<file path="src/rtl/kt_job_ctrl.sv">
// kt_job_ctrl: buffers one host move burst, replays it to the KT core, watchdogs
// the core run and forwards its result stream to the pads through one register stage.
module kt_job_ctrl #(
  parameter int MAX_MOVES = 25,
  parameter int TIMEOUT = 3000,
  parameter int TW = 12
) (
  input  logic       clk,
  input  logic       rst,
  input  logic       in_valid,
  input  logic [2:0] in_x,
  input  logic [2:0] in_y,
  input  logic [4:0] move_num,
  input  logic [2:0] priority_num,
  output logic       core_in_valid,
  output logic [2:0] core_in_x,
  output logic [2:0] core_in_y,
  output logic [4:0] core_move_num,
  output logic [2:0] core_priority_num,
  input  logic       core_out_valid,
  input  logic [2:0] core_out_x,
  input  logic [2:0] core_out_y,
  input  logic [4:0] core_move_out,
  output logic       out_valid,
  output logic [2:0] out_x,
  output logic [2:0] out_y,
  output logic [4:0] move_out,
  output logic       busy,
  output logic       timeout_err
);
  localparam int PW = $clog2(MAX_MOVES + 1);
  localparam logic [PW-1:0] MAXP = PW'(MAX_MOVES);
  localparam logic [TW-1:0] TLAST = TW'(TIMEOUT - 1);
  typedef enum logic [2:0] {IDLE, LOAD, LAUNCH, WAIT, DRAIN, ERR} state_t;
  state_t state_q, state_d;
  logic [PW-1:0] wr_ptr_q, wr_ptr_d, rd_ptr_q, rd_ptr_d, beat_q, beat_d, wr_idx;
  logic [TW-1:0] timer_q, timer_d;
  logic [4:0] mv_q, mv_d, cmv_q, cmv_d, mo_q, mo_d;
  logic [2:0] pr_q, pr_d, cpr_q, cpr_d;
  logic [5:0] cixy_q, cixy_d, oxy_q, oxy_d;
  logic [5:0] buf_q [MAX_MOVES];
  logic civ_q, civ_d, ov_q, ov_d, te_q, te_d, wr_en, fwd;

  assign wr_idx = (state_q == IDLE) ? '0 : wr_ptr_q;

  always_comb begin
    state_d = state_q;
    wr_ptr_d = wr_ptr_q;
    rd_ptr_d = '0;
    beat_d = beat_q;
    timer_d = timer_q;
    mv_d = mv_q;
    pr_d = pr_q;
    wr_en = 1'b0;
    fwd = 1'b0;
    civ_d = 1'b0;
    cixy_d = '0;
    cmv_d = '0;
    cpr_d = '0;
    ov_d = 1'b0;
    oxy_d = '0;
    mo_d = '0;
    te_d = 1'b0;
    case (state_q)
      IDLE: if (in_valid) begin
        mv_d = move_num;
        pr_d = priority_num;
        wr_en = 1'b1;
        wr_ptr_d = PW'(1);
        state_d = LOAD;
      end
      LOAD: if (!in_valid) state_d = LAUNCH;
      else if (wr_ptr_q < MAXP) begin
        wr_en = 1'b1;
        wr_ptr_d = wr_ptr_q + 1'b1;
      end
      LAUNCH: if (rd_ptr_q < wr_ptr_q) begin
        civ_d = 1'b1;
        cixy_d = buf_q[rd_ptr_q];
        cmv_d = (rd_ptr_q == '0) ? mv_q : '0;
        cpr_d = (rd_ptr_q == '0) ? pr_q : '0;
        rd_ptr_d = rd_ptr_q + 1'b1;
      end else begin
        state_d = WAIT;
        timer_d = '0;
        beat_d = '0;
      end
      WAIT: begin
        timer_d = (timer_q == '1) ? timer_q : timer_q + 1'b1;
        fwd = core_out_valid;
        // A result arriving on the expiry cycle still counts as a response
        state_d = core_out_valid ? DRAIN : (timer_q == TLAST) ? ERR : WAIT;
        ov_d = !core_out_valid && timer_q == TLAST;
        te_d = ov_d;
      end
      DRAIN: begin
        fwd = core_out_valid;
        state_d = core_out_valid ? DRAIN : IDLE;
      end
      ERR: state_d = IDLE;
      default: state_d = IDLE;
    endcase
    if (fwd && beat_q < MAXP) begin
      ov_d = 1'b1;
      oxy_d = {core_out_x, core_out_y};
      mo_d = core_move_out;
      beat_d = beat_q + 1'b1;
    end
  end

  always_ff @(posedge clk) begin
    if (rst) begin
      state_q <= IDLE;
      wr_ptr_q <= '0;
      rd_ptr_q <= '0;
      beat_q <= '0;
      timer_q <= '0;
      mv_q <= '0;
      pr_q <= '0;
      civ_q <= 1'b0;
      cixy_q <= '0;
      cmv_q <= '0;
      cpr_q <= '0;
      ov_q <= 1'b0;
      oxy_q <= '0;
      mo_q <= '0;
      te_q <= 1'b0;
    end else begin
      state_q <= state_d;
      wr_ptr_q <= wr_ptr_d;
      rd_ptr_q <= rd_ptr_d;
      beat_q <= beat_d;
      timer_q <= timer_d;
      mv_q <= mv_d;
      pr_q <= pr_d;
      civ_q <= civ_d;
      cixy_q <= cixy_d;
      cmv_q <= cmv_d;
      cpr_q <= cpr_d;
      ov_q <= ov_d;
      oxy_q <= oxy_d;
      mo_q <= mo_d;
      te_q <= te_d;
    end
  end

  always_ff @(posedge clk) if (wr_en && !rst) buf_q[wr_idx] <= {in_x, in_y};

  assign core_in_valid = civ_q;
  assign {core_in_x, core_in_y} = cixy_q;
  assign core_move_num = cmv_q;
  assign core_priority_num = cpr_q;
  assign out_valid = ov_q;
  assign {out_x, out_y} = oxy_q;
  assign move_out = mo_q;
  assign timeout_err = te_q;
  assign busy = state_q != IDLE;
endmodule

</file>
<file path="config.mk">
export PLATFORM = sky130hd
export DESIGN_NAME = kt_job_ctrl
export DESIGN_NICKNAME = d
export VERILOG_FILES = /design/src/rtl/kt_job_ctrl.sv
export SDC_FILE = /design/constraint.sdc
export NUM_CORES = 1
export LEC_CHECK = 0
export BUFFER_PORTS_ARGS = -buffer_cell sky130_fd_sc_hd__buf_2
export CORE_ASPECT_RATIO = 1.1
export CORE_UTILIZATION = 31
export DETAILED_ROUTE_END_ITERATION = 8
export SLEW_MARGIN = 30
export SYNTH_ARGS = -nofsm -noshare
export SYNTH_HDL_FRONTEND = slang
export SYNTH_SLANG_ARGS = --single-unit
</file>
<file path="constraint.sdc">
create_clock -name clk -period 2.6 [get_ports clk]
set_clock_uncertainty 0.15 [all_clocks]
set_input_delay 0 -clock clk [delete_from_list [all_inputs] [get_ports clk]]
set_output_delay 0 -clock clk [all_outputs]
set_load 0.01 [all_outputs]
</file>
Yosys cells after proc, flatten, opt, wreduce, memory -nomap -nowiden
Memory sizes are Yosys's and may differ from the RTL's. A register that Yosys moved wholly into a read port is not among the register bits.
Cells that the tools add are included.

word-level totals
  register bits after elaboration = 60
  bits in writable memories = 150
  input bits = 29
  output and inout bits = 29
  logic and storage cells = 88
  memories kept = 1

operators by class
  $add $sub $neg = 4
  $lt $le $gt $ge = 3
  equality and inequality tests = 13
  multiplexer cells = 28
  bitwise logic cells = 4
  reduce and logical (&&, ||, !) cells = 21

memories
  name   depth  width  rd ports  clocked after memory_dff  write ports  RTL line  RTL
  buf_q  25     6      1         1                         1            41        logic [5:0] buf_q [MAX_MOVES];

operators by type and width
  cell                     number
  $mux W5                  7
  $eq A12 B12 Y1 const B   2
  $mux W12                 2
  $pmux W12 S2             1
  $mux W3                  6
  $add A5 B1 Y5 const B    3
  $pmux W3 S5              1
  $add A12 B1 Y12 const B  1
  $ne A2 B2 Y1 const B     6
  $lt A5 B5 Y1 const B     2
  $pmux W5 S2              1
  $mux W1                  9
  $eq A3 B2 Y1 const B     2
  $reduce_and A3 Y1        2
  $reduce_bool A2 Y1       3
  $reduce_or A2 Y1         3
  $logic_not A5 Y1         1
  $lt A5 B5 Y1             1
  $not A1 Y1               4
  $reduce_and A2 Y1        2
  $reduce_and A4 Y1        1
  $reduce_or A4 Y1         1
  $eq A3 B1 Y1 const B     1
  $eq A3 B3 Y1 const B     1
  other kinds (7)          10

Depth between registers and ports, before layout
Gate-level depths: netlist of the first run.

  word-level depth = 7
  depth in mapped cells = 10
  mapped depth without buffers = 9

Worst setup path after synthesis of the first run
No wires, ideal clock.

  kind = flip-flop to flip-flop
  start = reg state_q[2]
  end = mem buf_q[24][0], enable pin
  setup time = 0.386 ns
  data arrival time = 1.793 ns
  data required time = 2.064 ns
  setup slack = 0.271 ns
  cell stages (with the launch flop) = 7
  buffers on the path = 1
  clock period less this slack = 2.329 ns
  cells stage by stage = dfxtp_1 > buf_4 > nor3b_2 > o21ai_1 > nor2_1 > o21ai_1 > nor4_1

between the ends
  word-level cells in the longest chain between the ends = 5
  elaborated cells on any way between the ends = 7
  classes of those cells = eq/ne (1); mux (4); reduce/logical (2)

RTL lines
  what                                              RTL line  RTL
  start: declaration                                35        state_t state_q, state_d;
  start signal: assignment                          129       state_q <= state_d;
  $eq A3 B1 Y1 or $logic_not A3 Y1 (tied branches)  64, 44
  $pmux W1 S2                                       64        case (state_q)
  $logic_and A1 B1 Y1                               147       always_ff @(posedge clk) if (wr_en && !rst) buf_q[wr_idx] <= {in_x, in_y};
  $mux W1                                           147
  $mux W1 (not written as such)                     147
  end: declaration                                  41

Parallel ways exist; a longest one is shown, timed or not.

Final worst setup path of the first run
  start = reg wr_ptr_q[1]
  end = mem buf_q[3][1], enable pin

between the ends
  word-level cells in the longest chain between the ends = 7
  elaborated cells on any way between the ends = 8
  classes of those cells = order compare (1); mux (6); reduce/logical (1)

RTL lines
  what                           RTL line  RTL
  start: declaration             36        logic [PW-1:0] wr_ptr_q, wr_ptr_d, rd_ptr_q, rd_ptr_d, beat_q, beat_d, wr_idx;
  start signal: assignment       130       wr_ptr_q <= wr_ptr_d;
  $lt A5 B5 Y1                   73        else if (wr_ptr_q < MAXP) begin
  $mux W1                        73
  $mux W1                        72        LOAD: if (!in_valid) state_d = LAUNCH;
  $pmux W1 S2                    64
  $logic_and A1 B1 Y1            147
  $mux W1                        147
  $mux W1 (not written as such)  147

Parallel ways exist; a longest one is shown, timed or not.

==> results_dict.tcl, run 1 <==
set metrics [dict create \
    regArea_mm2 0.00583 \
    holdPathStages 3 \
    ir_drop_mv 0.323 \
    io_pins 58 \
    cap_violations 0 \
    crit_slowest_cell "nor2_1" \
    cp_cell_sequence "nor3_1, o21ai_1, nor3_2, nand3_1, nor2_1" \
    synth_top_area_share 0.521 \
    crit_family "simple AND/OR/NAND/NOR gates" \
    worstPathArrival_ns 2.49 \
    placed_area_mm2 0.00953 \
    ys_seq_area_frac 0.674 \
    vias 5228 \
    status "finished, final reports clean" \
    reg2reg_depth 5 \
    postCtsSetupRepairBufs 0 \
    min_to "oxy_q[0]" \
    fp.coreArea_mm2 0.0272 \
    diodes 0 \
    cts-htree-levels 1 \
    r2r_end "buf_q[3][1]" \
    grt_pass1_wl_mm 29.6 \
    worst_hold_startpoint "core_out_y[0]" \
    cts_buffer_depth 3 \
    die_x_um 161 \
    drtIter0Drc 247 \
    synth_top_cell_by_area "edfxtp_1" \
    layout-drive-gt1-share 0.240 \
    critPathCaptureType "register" \
    start_util 0.318 \
    firstDrtPassIters 4 \
    root_buffer "clkbuf_16" \
    tns_ns 0 \
    drv_slew 0 \
    reg2reg_setup_slack_ns 0.11 \
    wl_per_cell_um 17.1 \
    setup_viol_count_final 0 \
    cts.sinks 216 \
    max_freq_mhz 402 \
    yosys-top-cells-area "edfxtp_1 52%, dfxtp_1 15%, mux4_2 7.8%, nor2_1 2.1%, nand2_1 2.0%" \
    layout.nets 754 \
    synth.most_common_cell "edfxtp_1" \
    final_area_mm2 0.0107 \
    critical_path_buf_inv_count 0 \
    reg2reg_from "wr_ptr_q[1]" \
    p_leak_nw 3.69 \
    top_layer "met4" \
    drt-met1-wl_mm 8.28 \
    synth-main-ff-cell "edfxtp_1" \
    path_class "reg2reg" \
    rsz0062_at_grt "yes" \
    grt-ovfl-total 0 \
    insertion_delay_ns 0.53 \
    antenna_found_initial 0 \
    hp-class "in2reg" \
    vias_per_cell 4.80 \
    port_buffers 57 \
    synthesis.area_mm2 0.00865 \
    grt_max_degree 33 \
    rows 63 \
    fill_cells 2542 \
    cts_tree "done" \
    cpPeakStageDelay_ns 0.52 \
    fin_crit_sh 0.956 \
    slew_headroom 0.592 \
    hold_viol 0 \
    pwr_density_cell_mw_per_mm2 680 \
    track_usage 0.134 \
    postSynth.asyncResetShare 0 \
    syn_inst 585 \
    synthToLayoutAreaGrowth_pct 23.4 \
    wl_met2_mm 9.12 \
    min_period_ns 2.49 \
    routed_wl_mm 18.6 \
    crit_required_ns 2.60 \
    wl_met3_um 828 \
    die_y_um 177 \
    grt_pass1_vias 5278 \
    yosys_register_bits 216 \
    syn-num-nets 623 \
    drc 0 \
    multiInputGateArea_mm2 0.00263 \
    synth_edf_count 150 \
    avgSynthCellArea_um2 14.8 \
    start_kind "register" \
    synth_cell_types 68 \
    cts_buffers 23 \
    globalplace.congestion 0.815 \
    worst_pin_slew_ns 0.610 \
    dieArea_mm2 0.0286 \
    path_clk_slew_ns 0.07 \
    yosys_warnings 0 \
    place_hpwl_mm 12.0 \
    netlist_top_cells_count "150 x edfxtp_1, 66 x dfxtp_1, 49 x nor2_1, 47 x nand2_1, 33 x a21oi_1" \
    antenna_left 0 \
    cp_max_fo 8 \
]
==> kinds of logic (layout without fill, tap and decap cells) <==
group,count (synthesis),after routing,synth area share
mux,37,37,0.0975
buf+inv,34,182,0.0220
flops,216,216,0.674
simple gates,188,188,0.110
compound gates,89,89,0.0719
fa+ha+maj,9,9,0.0130
xor+xnor,12,12,0.0122
==> worst register-to-register path, stage by stage, from the launching register on <==
cell and delay (ns):
dfxtp_1 0.38, nor3_1 0.34, o21ai_1 0.16, nor3_2 0.20
nand3_1 0.36, nor2_1 0.52
==> worst max path at each step <==
stage / from / end / cells after the start
2_1_floorplan: state_q[2] / buf_q[24][0] / 6
3_3_place_gp: wr_ptr_q[1] / buf_q[19][3] / 5
3_5_place_dp: wr_ptr_q[2] / core_priority_num[0] / 9
4_1_cts: wr_ptr_q[1] / buf_q[23][5] / 5
5_1_grt: wr_ptr_q[1] / buf_q[23][1] / 5
6_report: wr_ptr_q[1] / buf_q[3][1] / 5
==> power by group <==
part           internal (mW)  switching (mW)  leakage, nW  total, mW
sequential              3.69          0.0128         1.88       3.71
clock                   1.94            1.35        0.362       3.29
combinational          0.116           0.147         1.45      0.263
total                   5.75            1.51         3.69       7.26
==> per-stage QoR <==
stage	power, mW	hold slack, ns	utilization	worst slack (ns)	cells
2_1_floorplan	3.89	-0.0661	-	0.271	585
3_3_place_gp	4.00	0.0492	0.350	0.139	1011
3_5_place_dp	4.00	0.0544	0.350	0.152	1011
4_1_cts	7.36	0.0423	0.392	0.109	1090
5_1_grt	7.49	0.0596	0.392	-0.116	1090
6_report	7.26	0.0768	0.392	0.114	1090
==> sequential cells by signal, indices dropped and copies added (netlist names), 6 cells and up <==
| name | count |
|---|---|
| buf_q | 150 |
| cixy_q | 6 |
| oxy_q | 6 |
| timer_q | 12 |
==> per-layer routing <==
metal,vias up,global-route usage
met4,0,0.0428
li1,2501,-
met5,-,0
met2,113,0.229
met1,2578,0.173
met3,36,0.0213
==> layout make-up <==
type,count,area share
Clock buffer,26,0.0550
Clock inverter,16,0.0165
Inverter,8,0.00282
Multi-Input combinational cell,335,0.247
Sequential cell,216,0.546
Tap cell,357,0.0419
Timing Repair Buffer,132,0.0906
==> placed cells by master, fill, tap and decap left out, types with 5 or more instances in the layout <==
master / count
xnor2_1: 5
mux4_2: 30
mux4_1: 6
nand3_1: 16
a21oi_1: 33
dlygate4sd3_1: 37
inv_1: 6
edfxtp_1: 150
clkinv_1: 5
a22o_1: 5
buf_2: 57
and2_1: 28
xor2_1: 7
clkbuf_16: 23
dfxtp_1: 65
a221oi_1: 5
nand2b_1: 6
o22ai_1: 5
nor2_1: 48
ha_1: 9
nor3_1: 9
nand2_1: 47
buf_4: 36
==> repair_timing <==
| action | in CTS | in global routing |
|---|---|---|
| hold buffers | 37 | 0 |
| endpoints found under the hold margin | 188 | 0 |
| gates resized for setup | 0 | 2 |
| endpoints found under the setup margin | 0 | 31 |
Power figures use the tool's default switching activity.
==> inputs of run 2 (changes only) <==
- HOLD_SLACK_MARGIN: default -> 0.1
- PLACE_DENSITY: default -> 0.45
==> run 2 against run 1 <==
  * Worst setup slack better by 0.092 ns
  * Final cell count increased by 0.92%
  * Die area did not move
  * Sequential power about the same
  * Cell area rose by 1.4%
  * Wire length up 11%
  * Clock power grew 6.7%
  * First-iteration DRC count up 26%
  * Via count increased by 2.5%
  * Largest power group unchanged
==> results_dict.tcl, run 2 (synthesis gave the netlist of run 1 again) <==
set metrics [dict create \
    cts_buffers 24 \
    cts.sinks 216 \
    ir_drop_mv 0.411 \
    die_y_um 177 \
    pwr_density_cell_mw_per_mm2 692 \
    fin_total_pwr_mw 7.49 \
    drc 0 \
    hold_ws_ns 0.124 \
    worst_hold_startpoint "core_move_out[3]" \
    critPathCaptureType "register" \
    placed_area_mm2 0.00954 \
    layout_commonest_cell "edfxtp_1" \
    mostFrequentLayoutCells "150 x edfxtp_1, 65 x dfxtp_1, 57 x buf_2" \
    wl_per_cell_um 18.8 \
    switching_share 0.203 \
    track_usage 0.148 \
    globalplace.congestion 0.806 \
    path_clk_slew_ns 0.06 \
    reg2reg_depth 6 \
    cts-htree-levels 1 \
    postCtsSetupRepairBufs 0 \
    layout-drive-gt1-share 0.234 \
    p_switching_mw 1.52 \
    antenna_left 0 \
    start_kind "register" \
    final_area_mm2 0.0108 \
    largest_register_ffs 150 \
    max_freq_mhz 418 \
    drtIter0Drc 310 \
    status "finished, final reports clean" \
    top_register "buf_q" \
    holdPathStages 3 \
    path_class "reg2reg" \
    grt_pass1_wl_mm 32.2 \
    cts_tree "done" \
    firstDrtPassIters 4 \
    fin_util 0.398 \
    worst_pin_slew_ns 0.645 \
    tns_ns 0 \
    intPower_mw 5.97 \
    reg2reg_setup_slack_ns 0.21 \
    crit_required_ns 2.66 \
    start_util 0.318 \
    fp.coreArea_mm2 0.0272 \
    seq_power_share 0.495 \
    hold_viol 0 \
    fill_cells 2553 \
    reg2reg_from "state_q[0]" \
    rows 63 \
    root_buffer "clkbuf_16" \
    setup_viol_count_final 0 \
    cap_violations 0 \
    io_pins 58 \
    min_to "move_out[3]" \
    layout.nets 764 \
    vias_per_cell 4.87 \
    port_buffers 57 \
    rsz0062_at_grt "no" \
    worstPathArrival_ns 2.46 \
    hp-class "in2reg" \
    die_x_um 161 \
    place_hpwl_mm 13.4 \
    fin_crit_sh 0.921 \
    routed_wl_mm 20.7 \
    comb_power_share 0.037 \
    antenna_found_initial 0 \
    clock_power_share 0.468 \
    diodes 0 \
    vias 5360 \
    grt_pass1_vias 5705 \
    slew_headroom 0.569 \
    p_leak_nw 3.76 \
    drv_slew 0 \
    r2r_end "buf_q[13][2]" \
    grt_max_degree 40 \
    grt-ovfl-total 0 \
    cp_max_fo 13 \
    insertion_delay_ns 0.52 \
    min_period_ns 2.39 \
    biggestRegsByFlops "buf_q: 150 flops, timer_q: 12 flops" \
    cts_buffer_depth 3 \
    synthToLayoutAreaGrowth_pct 25.2 \
    dieArea_mm2 0.0286 \
]
-- run 2: changes by cell type in the layout (fill, tap and decap cells not counted), sizes merged --
cell         previous run  this run
bufinv                  3         4
clkbuf                 26        29
clkinvlp                4         3
inv                     8         9
clkinv                  9         6
dlygate4sd3            37        46
-- run 2: final cells by class --
| type | instances | area, um^2 | share of cell area |
|---|---|---|---|
| multi-input combinational | 335 | 2630 | 0.243 |
| clock inverter | 14 | 176 | 0.0163 |
| clock buffer | 29 | 641 | 0.0592 |
| sequential | 216 | 5830 | 0.539 |
| timing repair buffer | 141 | 1070 | 0.0988 |
| tap | 357 | 447 | 0.0413 |
| inverter | 8 | 30.0 | 0.00278 |
-- run 2: layer usage --
layer  vias to the layer above  share of wire  global-route usage
met4                         0          0.019              0.0405
met1                      2697           0.43               0.184
met5                         -              0                   0
met3                        33          0.041              0.0227
met2                       103           0.51               0.266
li1                       2527              -                   -
-- run 2: worst max-delay path by stage --
stage	startpoint	end	slack, ns	depth (start not counted)
floorplan	state_q[2]	buf_q[24][0]	0.27	6
global placement	state_q[0]	buf_q[14][1]	0.25	6
detailed placement	wr_ptr_q[2]	core_move_num[3]	0.20	9
CTS	wr_ptr_q[2]	core_move_num[1]	0.17	9
global route	state_q[0]	buf_q[13][1]	0.05	6
finish	state_q[0]	buf_q[13][2]	0.21	6
-- run 2: worst max-delay path, cell delays in order (launching register included) --
cell	delay, ns
dfxtp_1	0.64
nor3_2	0.10
buf_4	0.18
nor3_2	0.22
nand3_1	0.35
nor2_1	0.24
buf_4	0.20
-- run 2: through the flow --
step,instances,worst slack (ns)
2_1_floorplan,585,0.271
3_3_place_gp,1011,0.253
3_5_place_dp,1011,0.204
4_1_cts,1100,0.173
5_1_grt,1100,0.0506
6_report,1100,0.206
-- run 2: timing repair --
action	4_1_cts	5_1_grt
gates resized for setup	0	1
hold buffers	46	0
endpoints found under the hold margin	200	0
setup endpoints to repair	0	1
-- run 2: power by group through the flow --
stage | registers (mW) | clock network [mW] | logic (mW)
detailed placement | 3.78 | 0 | 0.221
floorplan | 3.78 | 0 | 0.116
global route | 3.71 | 3.74 | 0.300
global placement | 3.78 | 0 | 0.215
finish | 3.71 | 3.51 | 0.274
CTS | 3.71 | 3.60 | 0.276
==> inputs of run 3 (changes only) <==
- HOLD_SLACK_MARGIN: 0.1 -> 0.15
==> run 3 against run 2 <==
  * Combinational power up 4%
  * Die area unchanged
  * Clock power about the same
  * Critical path depth unchanged
==> results_dict.tcl, run 3 (synthesis gave the netlist of run 1 again) <==
set metrics [dict create \
    status "finished, final reports clean" \
    cts_buffers 24 \
    root_buffer "clkbuf_16" \
    slew_headroom 0.551 \
    rows 63 \
    grt_pass1_vias 5733 \
    p_leak_nw 3.80 \
    pwr_density_cell_mw_per_mm2 687 \
    worstPathArrival_ns 2.69 \
    diodes 0 \
    io_pins 58 \
    track_usage 0.149 \
    worst_pin_slew_ns 0.672 \
    routed_wl_mm 20.8 \
    wl_per_cell_um 18.8 \
    fp.coreArea_mm2 0.0272 \
    start_kind "register" \
    place_hpwl_mm 13.4 \
    antenna_left 0 \
    setup_viol_count_final 0 \
    firstDrtPassIters 4 \
    ir_drop_mv 0.411 \
    insertion_delay_ns 0.51 \
    rsz0062_at_grt "no" \
    r2r_end "mv_q[4]" \
    mostFrequentLayoutCells "150 x edfxtp_1, 65 x dfxtp_1, 57 x buf_2" \
    layout-drive-gt1-share 0.231 \
    critPathCaptureType "register" \
    min_to "timeout_err" \
    placed_area_mm2 0.00954 \
    cts_tree "done" \
    hold_viol 0 \
    final_area_mm2 0.0109 \
    path_clk_slew_ns 0.06 \
    drtIter0Drc 281 \
    dieArea_mm2 0.0286 \
    start_util 0.318 \
    grt_max_degree 40 \
    cts.sinks 216 \
    die_x_um 161 \
    drv_slew 0 \
    vias 5385 \
    largest_register_ffs 150 \
    grt_pass1_wl_mm 32.3 \
    cts_buffer_depth 3 \
    layout.nets 774 \
    fin_crit_sh 0.925 \
    tns_ns 0 \
    worst_hold_startpoint "core_out_valid" \
    cap_violations 0 \
    path_class "reg2reg" \
    antenna_found_initial 0 \
    top_register "buf_q" \
    reg2reg_from "state_q[0]" \
    drc 0 \
    reg2reg_setup_slack_ns 0.20 \
    port_buffers 57 \
    grt-ovfl-total 0 \
    globalplace.congestion 0.806 \
    max_freq_mhz 416 \
    crit_required_ns 2.89 \
    fin_util 0.402 \
    vias_per_cell 4.85 \
    holdPathStages 3 \
    cts-htree-levels 1 \
    reg2reg_depth 6 \
    hp-class "in2reg" \
    die_y_um 177 \
    postCtsSetupRepairBufs 0 \
    layout_commonest_cell "edfxtp_1" \
    min_period_ns 2.40 \
    fin_total_pwr_mw 7.50 \
    cp_max_fo 13 \
    synthToLayoutAreaGrowth_pct 26.3 \
    biggestRegsByFlops "buf_q: 150 flops, timer_q: 12 flops" \
]
-- run 3: cell types whose count changed in the layout (fill, tap and decap cells not counted), sizes merged --
| cell | before | now |
|---|---|---|
| dlygate4sd3 | 46 | 56 |
-- run 3: repair_timing --
item,in CTS,in global routing
endpoints found under the hold margin,208,0
endpoints found under the setup margin,0,1
resized for setup,0,1
hold buffers,56,0
-- run 3: cell type report --
class,instances,area (um^2)
clock buffers,29,641
clock inverters,14,176
fillers,2543,16300
inverters,8,30.0
multi-input cells,335,2630
flip-flops and latches,216,5830
well taps,357,447
repair buffers,151,1170
-- run 3: where the power goes --
group          switching (mW)  leakage (nW)  internal [mW]  total [mW]
Sequential             0.0164          1.88           3.69        3.71
Clock                    1.35         0.387           2.15        3.51
Combinational           0.153          1.53          0.133       0.286
-- run 3: metal layers --
| metal | global-route usage | routed length [um] | part of all wire | vias up |
|---|---|---|---|---|
| li1 | - | - | - | 2546 |
| met1 | 0.183 | 8970 | 0.43 | 2708 |
| met2 | 0.269 | 10700 | 0.51 | 100 |
| met3 | 0.0227 | 788 | 0.038 | 31 |
| met4 | 0.0405 | 395 | 0.019 | 0 |
| met5 | 0 | 0 | 0 | - |
-- run 3: how the worst max path moves through the flow --
stage                      startpoint               end  cells after the start
after global placement     state_q[0]      buf_q[14][1]                      6
after global routing       state_q[0]           pr_q[0]                      6
after detailed placement  wr_ptr_q[2]  core_move_num[3]                      9
after floorplan            state_q[2]      buf_q[24][0]                      6
after CTS                 wr_ptr_q[2]  core_move_num[1]                      9
final                      state_q[0]           mv_q[4]                      6
-- run 3: per-stage QoR --
step | instances | hold slack [ns] | worst slack, ns
2_1_floorplan | 585 | -0.0661 | 0.271
3_3_place_gp | 1011 | 0.0503 | 0.253
3_5_place_dp | 1011 | 0.0540 | 0.204
4_1_cts | 1110 | 0.228 | 0.173
5_1_grt | 1110 | 0.236 | 0.0461
6_report | 1110 | 0.234 | 0.195
-- run 3: worst max-delay path: stages (launching register included) --
cell	delay (ns)
dfxtp_1	0.47
nor3_2	0.24
buf_4	0.18
and2_1	0.42
nand2_1	0.12
dlygate4sd3_1	0.59
a21oi_1	0.15
